==> src/rtl/universal_shift_register.sv <==
// Universal shift register: hold, shift/rotate left/right and parallel load, plus a
// self-timed burst mode that runs a latched shift op for burst_len back-to-back edges.
module universal_shift_register #(
  parameter int WIDTH = 4,
  parameter int CNT_W = 3
) (
  input  logic             clock,
  input  logic             reset,
  input  logic             enable,
  input  logic [2:0]       mode,
  input  logic             serial_in_r,
  input  logic             serial_in_l,
  input  logic [WIDTH-1:0] par_in,
  input  logic             burst_start,
  input  logic [CNT_W-1:0] burst_len,
  output logic [WIDTH-1:0] out,
  output logic             serial_out_r,
  output logic             serial_out_l,
  output logic             busy,
  output logic             done
);

  localparam logic [0:0] ST_IDLE  = 1'b0;
  localparam logic [0:0] ST_BURST = 1'b1;

  localparam logic [2:0] MODE_HOLD = 3'b000;
  localparam logic [2:0] MODE_SHR  = 3'b001;
  localparam logic [2:0] MODE_SHL  = 3'b010;
  localparam logic [2:0] MODE_ROR  = 3'b011;
  localparam logic [2:0] MODE_ROL  = 3'b100;
  localparam logic [2:0] MODE_LOAD = 3'b101;

  logic [0:0]       state_q, state_d;
  logic [WIDTH-1:0] data_q, data_d;
  logic [CNT_W-1:0] cnt_q, cnt_d;
  logic [2:0]       bmode_q, bmode_d;
  logic             busy_q, busy_d;
  logic             done_q, done_d;
  logic             burst_ok_s;

  function automatic logic [WIDTH-1:0] apply_op(
    input logic [2:0]       op,
    input logic [WIDTH-1:0] cur,
    input logic             sin_r,
    input logic             sin_l,
    input logic [WIDTH-1:0] load_val
  );
    logic [WIDTH-1:0] res;
    case (op)
      MODE_HOLD: res = cur;
      MODE_SHR:  res = {sin_r, cur[WIDTH-1:1]};
      MODE_SHL:  res = {cur[WIDTH-2:0], sin_l};
      MODE_ROR:  res = {cur[0], cur[WIDTH-1:1]};
      MODE_ROL:  res = {cur[WIDTH-2:0], cur[WIDTH-1]};
      MODE_LOAD: res = load_val;
      default:   res = cur;
    endcase
    return res;
  endfunction

  // A burst is only accepted for a non-zero length and one of the four shift/rotate ops.
  assign burst_ok_s = burst_start && (burst_len != {CNT_W{1'b0}}) &&
                      (mode >= MODE_SHR) && (mode <= MODE_ROL);

  // Next-state logic for the IDLE/BURST controller and the data register.
  always_comb begin
    state_d = state_q;
    data_d  = data_q;
    cnt_d   = cnt_q;
    bmode_d = bmode_q;
    busy_d  = busy_q;
    done_d  = 1'b0;
    case (state_q)
      ST_IDLE: begin
        if (burst_ok_s) begin
          state_d = ST_BURST;
          cnt_d   = burst_len;
          bmode_d = mode;
          busy_d  = 1'b1;
        end else if (enable) begin
          data_d = apply_op(mode, data_q, serial_in_r, serial_in_l, par_in);
        end else begin
          data_d = data_q;
        end
      end
      ST_BURST: begin
        data_d = apply_op(bmode_q, data_q, serial_in_r, serial_in_l, par_in);
        cnt_d  = cnt_q - {{(CNT_W-1){1'b0}}, 1'b1};
        if (cnt_q == {{(CNT_W-1){1'b0}}, 1'b1}) begin
          state_d = ST_IDLE;
          busy_d  = 1'b0;
          done_d  = 1'b1;
        end else begin
          busy_d  = 1'b1;
        end
      end
      default: begin
        state_d = ST_IDLE;
        cnt_d   = {CNT_W{1'b0}};
        busy_d  = 1'b0;
      end
    endcase
  end

  // State registers with asynchronous active-high reset.
  always_ff @(posedge clock or posedge reset) begin
    if (reset) begin
      state_q <= ST_IDLE;
      data_q  <= {WIDTH{1'b0}};
      cnt_q   <= {CNT_W{1'b0}};
      bmode_q <= MODE_HOLD;
      busy_q  <= 1'b0;
      done_q  <= 1'b0;
    end else begin
      state_q <= state_d;
      data_q  <= data_d;
      cnt_q   <= cnt_d;
      bmode_q <= bmode_d;
      busy_q  <= busy_d;
      done_q  <= done_d;
    end
  end

  assign out          = data_q;
  assign serial_out_r = data_q[0];
  assign serial_out_l = data_q[WIDTH-1];
  assign busy         = busy_q;
  assign done         = done_q;

endmodule

==> config.mk <==
export PLATFORM = sky130hd
export DESIGN_NAME = universal_shift_register
export DESIGN_NICKNAME = d
export VERILOG_FILES = /design/src/rtl/universal_shift_register.sv
export SDC_FILE = /design/constraint.sdc
export NUM_CORES = 1
export LEC_CHECK = 0
export ABC_AREA = 0
export CAP_MARGIN = 20
export CORE_MARGIN = 2
export CORE_UTILIZATION = 53
export DETAILED_ROUTE_END_ITERATION = 6
export GPL_TIMING_DRIVEN = 1
export PLACE_DENSITY_LB_ADDON = 0.05
export SETUP_SLACK_MARGIN = 0.05
export SLEW_MARGIN = 20
export SYNTH_ARGS = -nofsm -noshare
export SYNTH_HDL_FRONTEND = slang
export SYNTH_SLANG_ARGS = --single-unit
==> constraint.sdc <==
create_clock -name clock -period 3.3 [get_ports clock]
set_input_delay 0.33 -clock clock [delete_from_list [all_inputs] [get_ports clock]]
set_output_delay 0.33 -clock clock [all_outputs]
set_load 0.05 [all_outputs]
# After elaboration in Yosys (flattened, before gate mapping)
# Cells that the tools add are included.
# totals
regBits,13
in_bits,16
out_inout_bits,8
wordCells,46
# classes
addsub,1
magnitude_cmp,2
eq_ne,16
mux,14
n_bitwise,1
reduce_logical,6
# ops
operator,count
$pmux W4 S5,2
$eq A3 B2 Y1 const B,4
$eq A3 B3 Y1 const B,4
$ne A6 B1 Y1 const B,2
$eq A3 B1 Y1 const B,3
$mux W4,2
$pmux W4 S2,1
$ne A2 B2 Y1 const B,3
$pmux W3 S2,1
$mux W1,5
$pmux W1 S2,2
$reduce_and A4 Y1,1
$ge A3 B1 Y1 const B,1
$le A3 B3 Y1 const B,1
$logic_and A1 B1 Y1,3
$mux W3,1
$reduce_bool A3 Y1,1
$sub A3 B1 Y3 const B,1
$reduce_and A2 Y1,1
$not A1 Y1,1

# Longest topological paths before layout
# logic_depth
ltp_word,6
depth_mapped,7
ltp_nobuf,7

# Worst setup path after synthesis
# Ideal clock, no wire load.
# synth_timing
kind,in2reg
start,input mode[1]
end,register data_q[2] (netlist: out[2])
setup_ns,0.136
t_arrival_ns,1.598
t_required_ns,3.164
slack_ns,1.566
stages,7
path_buffers,0
path_cell_list,inv_1 -> ha_1 -> nor3b_1 -> a22oi_1 -> o311ai_0 -> a222oi_1 -> mux2i_1
# synth_between
elab_chain_cells,5
elab_cells_between_ends,16
classes_between,2 x order compare; 7 x eq/ne; 4 x mux; 3 x reduce/logical
# synth_rtl
item,line,text
start: declaration,10,"input logic [2:0] mode,"
$eq A3 B3 Y1 (tied with other cells),49,case (op)
$pmux W4 S5 / $logic_and A1 B1 Y1 (equally long branches),"49, 62",
$mux W4 / $logic_and A1 B1 Y1 (equally long branches),"80, 63",
$mux W4 / $ne A2 B2 Y1 (equally long branches),n/a,
$pmux W4 S2 / $reduce_and A4 Y1 (equally long branches),n/a,
end signal: assignment,109,data_q <= {WIDTH{1'b0}};
end signal: assignment,116,data_q <= data_d;
end: declaration,34,"logic [WIDTH-1:0] data_q, data_d;"
# Several ways; a longest one is shown, not always the timed one. The select of a mux whose other input is x is not followed.
# A chain may end at the register's enable or synchronous reset.

# Worst setup path in the final report
# layout_timing
start,input mode[2]
end,register data_q[1] (netlist: out[1])
# The elaborated chain is that of the path after synthesis.

==> results by group <==
STA
  • # setup viols final: 0
  • RSZ-0062 raised after global routing: no
  • Tcrit/Tclk final: 69.5%
  • Worst hold margin: 369 ps
  • Setup slack after layout: 1010 ps
  • Hold Vio Cnt, Final: 0
  • Fin crit period: 2290 ps
  • Skew final: 0.515 ps
  • Rel. slew slack: 66.4%
  • Setup TNS: 0 ps
  • Least-Margin Pin Slew: 503 ps
  • Max-slew violations: 0
  • Peak Freq: 436 MHz

Placement
  • Input/output buffers: 23
  • GP Congestion: 0.901
  • Setup Slack @ Placement: 748 ps
  • Dpl hpwl: 1.76 mm
  • Post-DP Area: 0.00122 sq mm
  • Placed Instances: 147

Clock tree
  • CTS Root Buffer Type: clkbuf_4
  • Post-cts resize count: 0
  • CTS clk-pin slew, worst paths: 80 ps
  • Worst-Skew Late Latency: 270 ps
  • H-tree depth: 1
  • Clock tree buffer depth: 2
  • CTS tree: done
  • Post-cts hold buffer count: 0
  • CTS buffer count: 3
  • Clk sinks: 13
  • Post-CTS Setup Bufs: 0

Synthesis
  • Synth warn: 0
  • Syn_nets: 127
  • Sequential share of the synthesized area: 31.8%
  • Syn avg cell area: 9.66 sq um
  • Synth Flop Type: dfrtp_1
  • Asr flop ratio synth: 100%
  • Netlist cell types: 38
  • Synth Register Bits: 13
  • Cells after Synth: 106
  • Number of synthesized flops with an enable pin: 0
  • Netlist Area Pre-Place: 0.00102 sq mm

Critical path
  • Crit path capture type: flop
  • Crit path DAT: 2440 ps
  • CP required: 3450 ps
  • CP Launch Type: input port
  • Critical Path Fanout Max: 8
  • Start point of the critical path: mode[2]
  • WS Path Type: input port to flop
  • R2r startpoint: state_q

Die
  • Row count: 15
  • Initial Util: 58.0%
  • Die area: 0.00230 sq mm
  • # IOs: 24
  • Die Span X: 47.9 um
  • Core Region: 0.00176 sq mm
  • Die Height: 47.9 um

GRT
  • Initial antenna violation count: 0
  • Largest net degree at the start of global routing: 14
  • First-pass GRT wire length: 3.64 mm
  • Vias in the first global route: 811
  • Gr ovfl total: 0
  • Total GRT Usage: 22.9%

Drt
  • WL final: 2.34 mm
  • WL/cell: 15.5 um
  • Routed Antenna Nets: 0
  • DRC: 0
  • Via/cell ratio: 5.85
  • Vias post-DR: 884
  • DRT iter0 DRCs: 39
  • Detailed-router iteration count before antenna repair: 4

Final layout
  • Layout cells sized above 1: 10.3%
  • Final cell count without fillers: 151
  • FILL cells: 156
  • Synth-to-layout area growth: 22.2%
  • Footprint of the multi-input gates: 596 sq um
  • Final Util: 70.9%
  • Fin nets: 148
  • Sequential Area: 325 sq um
  • Ant. Diodes: 0
  • Fin area: 0.00125 sq mm

Pwr
  • Power consumption: 1.17 mW
  • Worst VDD drop: 0.654 mV
  • Leak: 0.552 nW
  • Power Density: 937 mW/mm^2

Status
  • Outcome: completed

Worst hold path
  • Hold WC Path Type: input port to async pin

Job
  • Max-Cap Viols: 0
[power by group]
| part | switching [mW] | internal (mW) | leakage, nW |
|---|---|---|---|
| combinational | 0.388 | 0.321 | 0.381 |
| clock | 0.0544 | 0.0449 | 0.0177 |
| sequential | 0.127 | 0.238 | 0.153 |
[logic make-up after synthesis]
group | share of synthesized area [%]
adders and majority gates | 6.11
AOI/OAI and AO/OA | 25.4
and+or+nand+nor | 14.7
muxes | 12.0
DFF | 31.8
buffers and inverters | 10.0
[synth_stat cells (2+ instances only)]
cell type	count	area (sq um)
nand2_1	5	18.8
a22oi_1	2	15.0
buf_6	3	33.8
a21boi_0	2	15.0
nor3b_1	2	15.0
nor2_1	3	11.3
buf_4	3	22.5
inv_1	11	41.3
a222oi_1	2	20.0
mux2i_1	7	70.1
a211oi_1	2	15.0
nand2b_1	4	25.0
mux2_4	2	30.0
o21ai_0	2	10.0
ha_1	5	62.6
nor3_1	3	15.0
a32o_1	2	20.0
o211ai_1	2	15.0
a21oi_1	4	20.0
a22o_1	2	17.5
mux2_2	2	22.5
dfrtp_1	13	325
a31oi_1	4	25.0
nor2b_1	5	31.3
[layout by cell type (no fill, tap or decap), types with 4 or more instances in the layout]
| master | n |
|---|---|
| nand2b_1 | 4 |
| mux2i_1 | 7 |
| dfrtp_1 | 13 |
| clkdlybuf4s50_1 | 23 |
| a31oi_1 | 4 |
| nor2b_1 | 5 |
| inv_1 | 11 |
| nand2_1 | 5 |
| ha_1 | 5 |
| a21oi_1 | 4 |
[registers in the layout, indices dropped and copies added, names as in the netlist]
name,flops
out,4
bmode_q,3
cnt_q,3
busy,1
done,1
state_q,1
[worst paths after layout]
path / endpoint / slack (ps) / cells past startpoint
max: out[1] / 1010 / 8
min: out[0] / 370 / 2
max reg2reg: out[3] / 1490 / 4
min reg2reg: done / 510 / 1
max in group asynchronous: bmode_q[1] / 2600 / 2
min in group clock: done / 510 / 1
[cell type report]
type	instances	share of cell area [%]
Clock buffer	3	1.80
Tap cell	25	2.50
Inverter	11	3.30
Clock inverter	1	0.400
Timing Repair Buffer	23	18.4
Sequential cell	13	26.0
Multi-Input combinational cell	75	47.6
[critical path, cell delays in order]
cell	delay, ps
clkdlybuf4s50_1	600
inv_1	110
ha_1	390
nor3b_1	190
a22oi_1	190
o311ai_0	200
a222oi_1	320
mux2i_1	120
[routing by layer]
metal	global-route usage, %	vias to the layer above	wire [um]
met5	0	-	0
met3	2.26	2	168
met2	37.3	44	1100
met4	4.86	0	8
met1	32.9	403	1070
li1	-	435	-
(Power assumes the default switching activity.)
